--- src/rtl/plain_poly_evaluate.sv ---
// plain_poly_evaluate
//   Evaluates one polynomial with GF256 coefficients at T points of GF(2^32)
//   using Horner's rule. Coefficients are fetched once each, highest index
//   first, from a synchronous byte memory. Every point's accumulator is
//   updated per coefficient through a shared external GF32 multiplier.
//
// Ports
//   i_clk, i_rst        clock, asynchronous active-high reset
//   i_start             start pulse, only honoured in IDLE
//   i_r                 T packed points, slot j = [32j+31:32j]
//   o_coef_addr/o_coef_rd/i_coef   coefficient memory (1-cycle read latency)
//   o_start_mul32/o_x_mul32/o_y_mul32/i_o_mul32/i_done_mul32  multiplier
//   o_eval_out          T packed results (live accumulators)
//   o_done              one-cycle completion pulse
//   o_busy              high whenever not IDLE
module plain_poly_evaluate #(
  parameter string PARAMETER_SET = "L1",
  parameter int    M      = (PARAMETER_SET == "L5") ? 480 :
                            (PARAMETER_SET == "L3") ? 352 : 230,
  parameter int    T      = (PARAMETER_SET == "L5") ? 4 : 3,
  parameter int    N_COEF = (PARAMETER_SET == "L5") ? 278 :
                            (PARAMETER_SET == "L3") ? 193 : 126
) (
  input  logic                  i_clk,
  input  logic                  i_rst,
  input  logic                  i_start,
  input  logic [32*T-1:0]       i_r,
  output logic [$clog2(M)-1:0]  o_coef_addr,
  output logic                  o_coef_rd,
  input  logic [7:0]            i_coef,
  output logic                  o_start_mul32,
  output logic [31:0]           o_x_mul32,
  output logic [31:0]           o_y_mul32,
  input  logic [31:0]           i_o_mul32,
  input  logic                  i_done_mul32,
  output logic [32*T-1:0]       o_eval_out,
  output logic                  o_done,
  output logic                  o_busy
);

  localparam int AW = $clog2(M);
  localparam int JW = (T > 1) ? $clog2(T) : 1;

  typedef enum logic [2:0] {
    S_IDLE, S_LOAD_RD, S_LOAD_CAP, S_RD, S_CAP, S_MSTART, S_MWAIT, S_DONE
  } state_t;

  state_t                r_state, w_nxt;
  logic [AW-1:0]         r_i;
  logic [JW-1:0]         r_j;
  logic [7:0]            r_coef;
  logic [T-1:0][31:0]    r_pts;
  logic [T-1:0][31:0]    r_acc;

  logic                  w_last_pt;
  logic                  w_last_coef;
  logic                  w_mul_ret;

  assign w_last_pt   = (r_j == JW'(T - 1));
  assign w_last_coef = (r_i == '0);
  // A product is only taken while one is outstanding; stray pulses elsewhere drop.
  assign w_mul_ret   = (r_state == S_MWAIT) && i_done_mul32;

  // State register
  always_ff @(posedge i_clk or posedge i_rst) begin
    if (i_rst) r_state <= S_IDLE;
    else       r_state <= w_nxt;
  end

  // Next-state logic
  always_comb begin
    w_nxt = r_state;
    unique case (r_state)
      S_IDLE:     if (i_start) w_nxt = S_LOAD_RD;
      S_LOAD_RD:  w_nxt = S_LOAD_CAP;
      S_LOAD_CAP: w_nxt = w_last_coef ? S_DONE : S_RD;
      S_RD:       w_nxt = S_CAP;
      S_CAP:      w_nxt = S_MSTART;
      S_MSTART:   w_nxt = S_MWAIT;
      S_MWAIT:
        if (i_done_mul32) begin
          if (!w_last_pt)       w_nxt = S_MSTART;
          else if (w_last_coef) w_nxt = S_DONE;
          else                  w_nxt = S_RD;
        end
      S_DONE:     w_nxt = S_IDLE;
      default:    w_nxt = S_IDLE;
    endcase
  end

  // Output logic
  always_comb begin
    o_coef_rd     = (r_state == S_LOAD_RD) || (r_state == S_RD);
    o_coef_addr   = o_coef_rd ? r_i : '0;
    o_start_mul32 = (r_state == S_MSTART);
    o_done        = (r_state == S_DONE);
    o_busy        = (r_state != S_IDLE);
    o_x_mul32     = '0;
    o_y_mul32     = '0;
    // Operands come straight from registers that do not move until the
    // product returns, so they stay stable for the whole multiply.
    if ((r_state == S_MSTART) || (r_state == S_MWAIT)) begin
      o_x_mul32 = r_acc[r_j];
      o_y_mul32 = r_pts[r_j];
    end
  end

  assign o_eval_out = r_acc;

  // Datapath
  always_ff @(posedge i_clk or posedge i_rst) begin
    if (i_rst) begin
      r_i    <= '0;
      r_j    <= '0;
      r_coef <= '0;
      r_pts  <= '0;
      r_acc  <= '0;
    end else begin
      unique case (r_state)
        S_IDLE:
          if (i_start) begin
            r_pts <= i_r;
            r_i   <= AW'(N_COEF - 1);
            r_j   <= '0;
          end
        S_LOAD_CAP: begin
          // Highest coefficient seeds every accumulator.
          r_acc <= {T{24'b0, i_coef}};
          if (!w_last_coef) r_i <= r_i - 1'b1;
        end
        S_CAP: begin
          r_coef <= i_coef;
          r_j    <= '0;
        end
        S_MWAIT:
          if (w_mul_ret) begin
            r_acc[r_j] <= i_o_mul32 ^ {24'b0, r_coef};
            if (!w_last_pt)        r_j <= r_j + 1'b1;
            else if (!w_last_coef) r_i <= r_i - 1'b1;
          end
        default: ;
      endcase
    end
  end

endmodule

--- config.mk ---
export PLATFORM = sky130hd
export DESIGN_NAME = plain_poly_evaluate
export DESIGN_NICKNAME = d
export VERILOG_FILES = /design/src/rtl/plain_poly_evaluate.sv
export SDC_FILE = /design/constraint.sdc
export NUM_CORES = 1
export LEC_CHECK = 0
export ABC_AREA = 1
export CORE_ASPECT_RATIO = 0.75
export CORE_UTILIZATION = 48
export DETAILED_ROUTE_END_ITERATION = 7
export GPL_ROUTABILITY_DRIVEN = 0
export PLACE_DENSITY = 0.85
export SETUP_SLACK_MARGIN = 0.1
export SYNTH_ARGS = -nofsm -noshare
export SYNTH_HDL_FRONTEND = slang
export SYNTH_SLANG_ARGS = --single-unit
--- constraint.sdc ---
create_clock -name i_clk -period 9.31 [get_ports i_clk]
set_input_delay 1.862 -clock i_clk [delete_from_list [all_inputs] [get_ports i_clk]]
set_output_delay 1.862 -clock i_clk [all_outputs]
set_load 0.02 [all_outputs]
==> results of run 1 <==
-- placed cells by master (no fill, tap or decap) --
| cell type | instances |
|---|---|
| mux2_2 | 16 |
| o21ai_0 | 237 |
| nand2_1 | 191 |
| clkbuf_16 | 23 |
| dfrtp_2 | 1 |
| o21ai_1 | 9 |
| a21oi_1 | 129 |
| clkbuf_1 | 7 |
| inv_8 | 1 |
| dfrtp_1 | 212 |
| xnor2_1 | 8 |
| clkbuf_8 | 4 |
| nand3_2 | 1 |
| buf_4 | 9 |
| nand3_1 | 15 |
| bufinv_16 | 2 |
| nor2_1 | 25 |
| o21ai_4 | 1 |
| clkinv_2 | 2 |
| inv_1 | 101 |
| inv_2 | 4 |
| a31oi_1 | 1 |
| inv_4 | 2 |
| nand2_2 | 3 |
| nand2_4 | 1 |
| mux2_4 | 56 |
| ha_1 | 5 |
| nor2_4 | 5 |
| or2_2 | 1 |
| clkdlybuf4s50_1 | 311 |
| nor2_2 | 4 |
| nand3b_1 | 1 |
| xor2_1 | 1 |
| o22ai_1 | 24 |
-- sequential cells by signal (all words and copies together), names as in the netlist --
name and flops:
r_j 2, r_i 8, r_state 3, r_pts 96, r_coef 8, o_eval_out 96
-- per-stage QoR --
| stage | setup slack (ns) | utilization | hold slack [ns] | instances |
|---|---|---|---|---|
| 4_1_cts | 4.23 | 0.673 | 0.503 | 1701 |
| 2_1_floorplan | 1.63 | - | 0.442 | 1127 |
| 3_5_place_dp | 4.77 | 0.639 | 0.489 | 1664 |
| 5_1_grt | 4.05 | 0.673 | 0.514 | 1701 |
| 3_3_place_gp | 4.77 | 0.639 | 0.458 | 1664 |
| 6_report | 4.19 | 0.673 | 0.493 | 1701 |
-- final timing paths --
| path | from | end | slack (ns) | cells after the start |
|---|---|---|---|---|
| worst max-delay path | r_state[0]$_DFFE_PP0P_ | o_x_mul32[25] | 4.19 | 9 |
| worst min-delay path | r_i[2]$_DFFE_PP0P_ | r_i[2]$_DFFE_PP0P_ | 0.49 | 2 |
| worst max register to register | r_state[1]$_DFFE_PP0P_ | r_pts[59]$_DFFE_PP0P_ | 6.44 | 6 |
| worst min register to register | r_i[2]$_DFFE_PP0P_ | r_i[2]$_DFFE_PP0P_ | 0.49 | 2 |
| max in group asynchronous | i_rst | r_j[1]$_DFFE_PP0P_ | 5.76 | 3 |
| min in group asynchronous | i_rst | r_pts[2]$_DFFE_PP0P_ | 2.02 | 2 |
-- worst min-delay path, delay by kind of cell (launching register included) --
kind	cells	cell delay (ns)
flops	1	0.34
simple gates	2	0.12
-- per-layer routing --
layer	vias up	track usage	wire, um
met1	4593	0.379	13100
met5	-	0	0
met3	82	0.0608	2770
met4	0	0.0973	1060
li1	4315	-	-
met2	496	0.446	14400
-- kinds of logic after synthesis --
kind of cell | count (synthesis)
xor gates and xnor gates | 9
muxes | 72
buffers and inverters | 180
and+or+nand+nor | 247
AOI/OAI and AO/OA | 401
DFF | 213
adders and majority gates | 5
-- cell type report --
class | count | area (um^2)
multi-input combinational | 734 | 4230
inverter | 109 | 423
timing repair buffer | 320 | 3180
tap | 288 | 360
clock inverter | 3 | 65.1
sequential | 213 | 5330
fill | 1656 | 6930
clock buffer | 34 | 657
-- where the power goes --
part	switching (mW)	internal, mW
Combinational	1.22	0.981
Sequential	0.235	1.30
Clock	0.353	0.538
==> metrics.txt, run 1 <==
status finished, final reports clean; Synth async-reset ratio 1.00; GRT Util Overall 0.280; Final Hold Viols 0; Vias 9,486; Slew Limit Headroom 0.207; global-route wire length before repair 49,000 um; # clock sinks 213; CP Cell Sequence inv_2, nand2_4, inv_4, nand2_2, o21ai_1, inv_2, buf_4, a21oi_1, clkdlybuf4s50_1; antenna violations before repair 0; Synth Area in Adders 0.00603; DRC Markers 0; max cap viols 0; DR pass1 iterations 5; core area 21,200 um^2; CTS buffer count 22; wire per inst 18.4 um; die area 22,200 um^2; grt ovf 0; flops & latches, synth 213; Die Height 129 um; final setup violation count 0; EDFF count, synth 0; Tot Pwr 4.63 mW; Syn Inst Count 1,127; HPWL after DPL 20,800 um; CP max stage cell clkdlybuf4s50_1; Compound-Gate Fraction of Synth Area 0.197; most common cell in the netlist o21ai_0; post-synthesis instance area 10,400 um^2; PwrDens 325 nW/um^2; fraction of layout cells with a size suffix above 1 0.0962; CTS max path bufs 3; I/O Pins 312; Reg clk slew, reported paths 0.06 ns; Skew-Pair Late Insertion Delay 0.49 ns; f_max 0.195 GHz; biggest cell delay along the critical path 0.56 ns; mean area per synthesized cell 9.21 um^2; CP arrival 3.26 ns; Post-DP Area 13,500 um^2; # port buffers 311; Final Slew Violations 0; row count 46; top cell type's share of synthesized area 0.514; Worst setup SP type register; post-synthesis sequential area ratio 0.514; Synth area leader dfrtp_1; Yosys cell types 33; Max VDD drop 0.000139 V; Routed WL 31,300 um; Antenna Nets Post-Route 0; Crit path buffers/inverters 5; Slew @ Worst Pin 1.19 ns; Starting DRT DRC Count 695; Worst Skew 0.0101 ns; setup TNS 0 ns; Post-Synth XOR/XNOR Area 0.00760; Die Wd 172 um; most frequent cells after synthesis o21ai_0, dfrtp_1, nand2_1; hold_buf cts 0; design area 14,200 um^2; pin count of the biggest net entering global routing 152; post-synthesis simple-gate area fraction 0.0977; Initial Utilization 0.490; Ys Warns 0; Root Buffer clkbuf_16; CP delay by family, top buffers and inverters; ys flop type dfrtp_1; PostCTS Resize Cnt 0; vias per cell 5.58; Worst Path Required 7.45 ns; Syn Nets 1,272; post-route clock period utilization 0.550; Post CTS Setup Buffer Count 0; RSZ-0062 raised after global routing no; CP max FO 33; Synth area leaders dfrtp_1, o21ai_0, mux2_4; Critical Path Sink Type primary output; area grow syn2layout 37.3%; Tmin final 5.12 ns; final net count 1,545; CP most frequent cell inv_2; Crit Path Class reg2out; TritonCTS clock tree done; Ant. Diodes 0; post-synthesis mux area share 0.0984; P_leak 6.10 nW; Min-Delay Path Class reg2reg; main combinational cell family by area after synthesis compound AO/OA/AOI/OAI gates; H-tree depth 1; number of global-route vias before repair 9,225
(Power assumes the default switching activity.)
==> run 2: changes to the inputs <==
--- a/config.mk
+++ b/config.mk
@@ -7,10 +7,10 @@
 export LEC_CHECK = 0
 export ABC_AREA = 1
 export CORE_ASPECT_RATIO = 0.75
-export CORE_UTILIZATION = 48
+export CORE_UTILIZATION = 43
 export DETAILED_ROUTE_END_ITERATION = 7
 export GPL_ROUTABILITY_DRIVEN = 0
-export PLACE_DENSITY = 0.85
+export PLACE_DENSITY = 0.81
 export SETUP_SLACK_MARGIN = 0.1
 export SYNTH_ARGS = -nofsm -noshare
 export SYNTH_HDL_FRONTEND = slang
==> constraint.sdc (replaced) <==
create_clock -name i_clk -period 4.1 [get_ports i_clk]
set_input_delay 0.82 -clock i_clk [delete_from_list [all_inputs] [get_ports i_clk]]
set_output_delay 0.82 -clock i_clk [all_outputs]
set_load 0.02 [all_outputs]
==> metrics.txt, run 2 (synthesis gave the netlist of run 1 again) <==
status finished, final reports clean; CTS max path bufs 3; Slew Limit Headroom 0.269; GRT Util Overall 0.251; CP arrival 2.92 ns; max cap viols 0; Final Hold Viols 0; Routed WL 31,600 um; Antenna Nets Post-Route 0; CP Cell Sequence inv_2, nand2_4, inv_4, nand2_2, o21ai_1, inv_4, buf_4, a21oi_1, clkdlybuf4s50_1; wire per inst 18.3 um; post-route clock period utilization 0.912; # clock sinks 213; Worst Skew 0.0107 ns; Worst setup SP type register; Vias 9,308; Die Wd 181 um; Place WS 0.611 ns; Max VDD drop 0.000408 V; vias per cell 5.40; pin count of the biggest net entering global routing 67; Starting DRT DRC Count 708; final setup violation count 0; R2R Setup Slk 1.58 ns; Crit Path Class reg2out; most common cell after layout, fill and taps aside clkdlybuf4s50_1; Min-Delay Path Class reg2reg; Post CTS Setup Buffer Count 0; Tmin final 3.74 ns; HPWL after DPL 21,800 um; Skew-Pair Late Insertion Delay 0.50 ns; CTS buffer count 22; Reg clk slew, reported paths 0.06 ns; grt ovf 0; flip-flop and latch area 5330 um^2; multi-input combinational cell area 4230 um^2; most frequent cells in the layout clkdlybuf4s50_1, o21ai_0, dfrtp_1, nand2_1, a21oi_1; die area 24,800 um^2; TritonCTS clock tree done; area grow syn2layout 38.9%; fraction of layout cells with a size suffix above 1 0.103; CP most frequent cell inv_4; global-route wire length before repair 49,400 um; # fillers 1,914; row count 48; Final Slew Violations 0; Initial Utilization 0.444; I/O Pins 312; PnR worst setup slack 0.360 ns; biggest cell delay along the critical path 0.64 ns; DRC Markers 0; Worst Path Required 3.28 ns; CP max FO 55; PwrDens 725 nW/um^2; CP max stage cell clkdlybuf4s50_1; Root Buffer clkbuf_16; RSZ-0062 raised after global routing no; Slew @ Worst Pin 1.09 ns; setup TNS 0 ns; Critical Path Sink Type primary output; antenna violations before repair 0; Die Height 137 um; # port buffers 311; P_leak 6.16 nW; core area 23,400 um^2; H-tree depth 1; f_max 0.267 GHz; DR pass1 iterations 5; final net count 1,555; number of global-route vias before repair 9,080
[run 2: power by group]
| group | switching, mW | total (mW) | internal [mW] |
|---|---|---|---|
| registers | 0.534 | 3.50 | 2.96 |
| clock network | 0.794 | 1.92 | 1.13 |
| logic | 2.77 | 5.04 | 2.26 |
| total | 4.10 | 10.5 | 6.35 |
[run 2: worst paths after layout]
| kind | from | end | cells past startpoint |
|---|---|---|---|
| max | r_state[0]$_DFFE_PP0P_ | o_y_mul32[17] | 9 |
| min | r_i[2]$_DFFE_PP0P_ | r_i[2]$_DFFE_PP0P_ | 2 |
| max reg2reg | r_j[0]$_DFFE_PP0P_ | r_i[1]$_DFFE_PP0P_ | 10 |
| min reg2reg | r_i[2]$_DFFE_PP0P_ | r_i[2]$_DFFE_PP0P_ | 2 |
| max in group asynchronous | i_rst | r_pts[79]$_DFFE_PP0P_ | 4 |
| min in group asynchronous | i_rst | r_pts[5]$_DFFE_PP0P_ | 2 |
[run 2: area by class of cell]
type | instances | share of cell area
tap | 300 | 0.0260
antenna | 1 | 0.000174
multi-input combinational | 734 | 0.294
clock buffer | 35 | 0.0472
clock inverter | 2 | 0.000695
timing repair buffer | 330 | 0.233
sequential | 213 | 0.370
inverter | 109 | 0.0293
[run 2: through the flow]
step / power, mW / utilization / cell area [um^2] / hold WS, ns / cells
6_report: 10.5 / 0.617 / 14400 / 0.476 / 1724
5_1_grt: 11.1 / 0.617 / 14400 / 0.509 / 1723
4_1_cts: 10.5 / 0.617 / 14400 / 0.476 / 1723
3_5_place_dp: 8.50 / 0.587 / 13700 / 0.464 / 1686
3_3_place_gp: 8.36 / 0.587 / 13700 / 0.453 / 1686
2_1_floorplan: 6.59 / - / 10400 / 0.442 / 1127
[run 2: critical path: cells and delay by family (launching register included)]
family	cells	cell delay (ns)
buf+inv	5	1.43
flops	1	0.42
compound gates	2	0.31
simple gates	2	0.23
[run 2: layer usage]
layer	wire length, um	vias to the layer above	track usage
li1	-	4331	-
met1	13800	4517	0.347
met2	14600	402	0.400
met3	2410	58	0.0524
met4	822	0	0.0716
met5	0	-	0
[run 2: timing repair]
action,in CTS,in global routing
endpoints found under the setup margin,7,0
endpoints found under the hold margin,0,0
hold buffers,0,0
resized for setup,1,0
==> run 3: changes to the inputs <==
--- a/config.mk
+++ b/config.mk
@@ -10,8 +10,10 @@
 export CORE_UTILIZATION = 43
 export DETAILED_ROUTE_END_ITERATION = 7
 export GPL_ROUTABILITY_DRIVEN = 0
+export HOLD_SLACK_MARGIN = 0.06
 export PLACE_DENSITY = 0.81
 export SETUP_SLACK_MARGIN = 0.1
+export SKIP_LAST_GASP = 1
 export SYNTH_ARGS = -nofsm -noshare
 export SYNTH_HDL_FRONTEND = slang
 export SYNTH_SLANG_ARGS = --single-unit
==> results of run 3 <==
No change in the layout: final DEF, timing and power equal those of run 2.
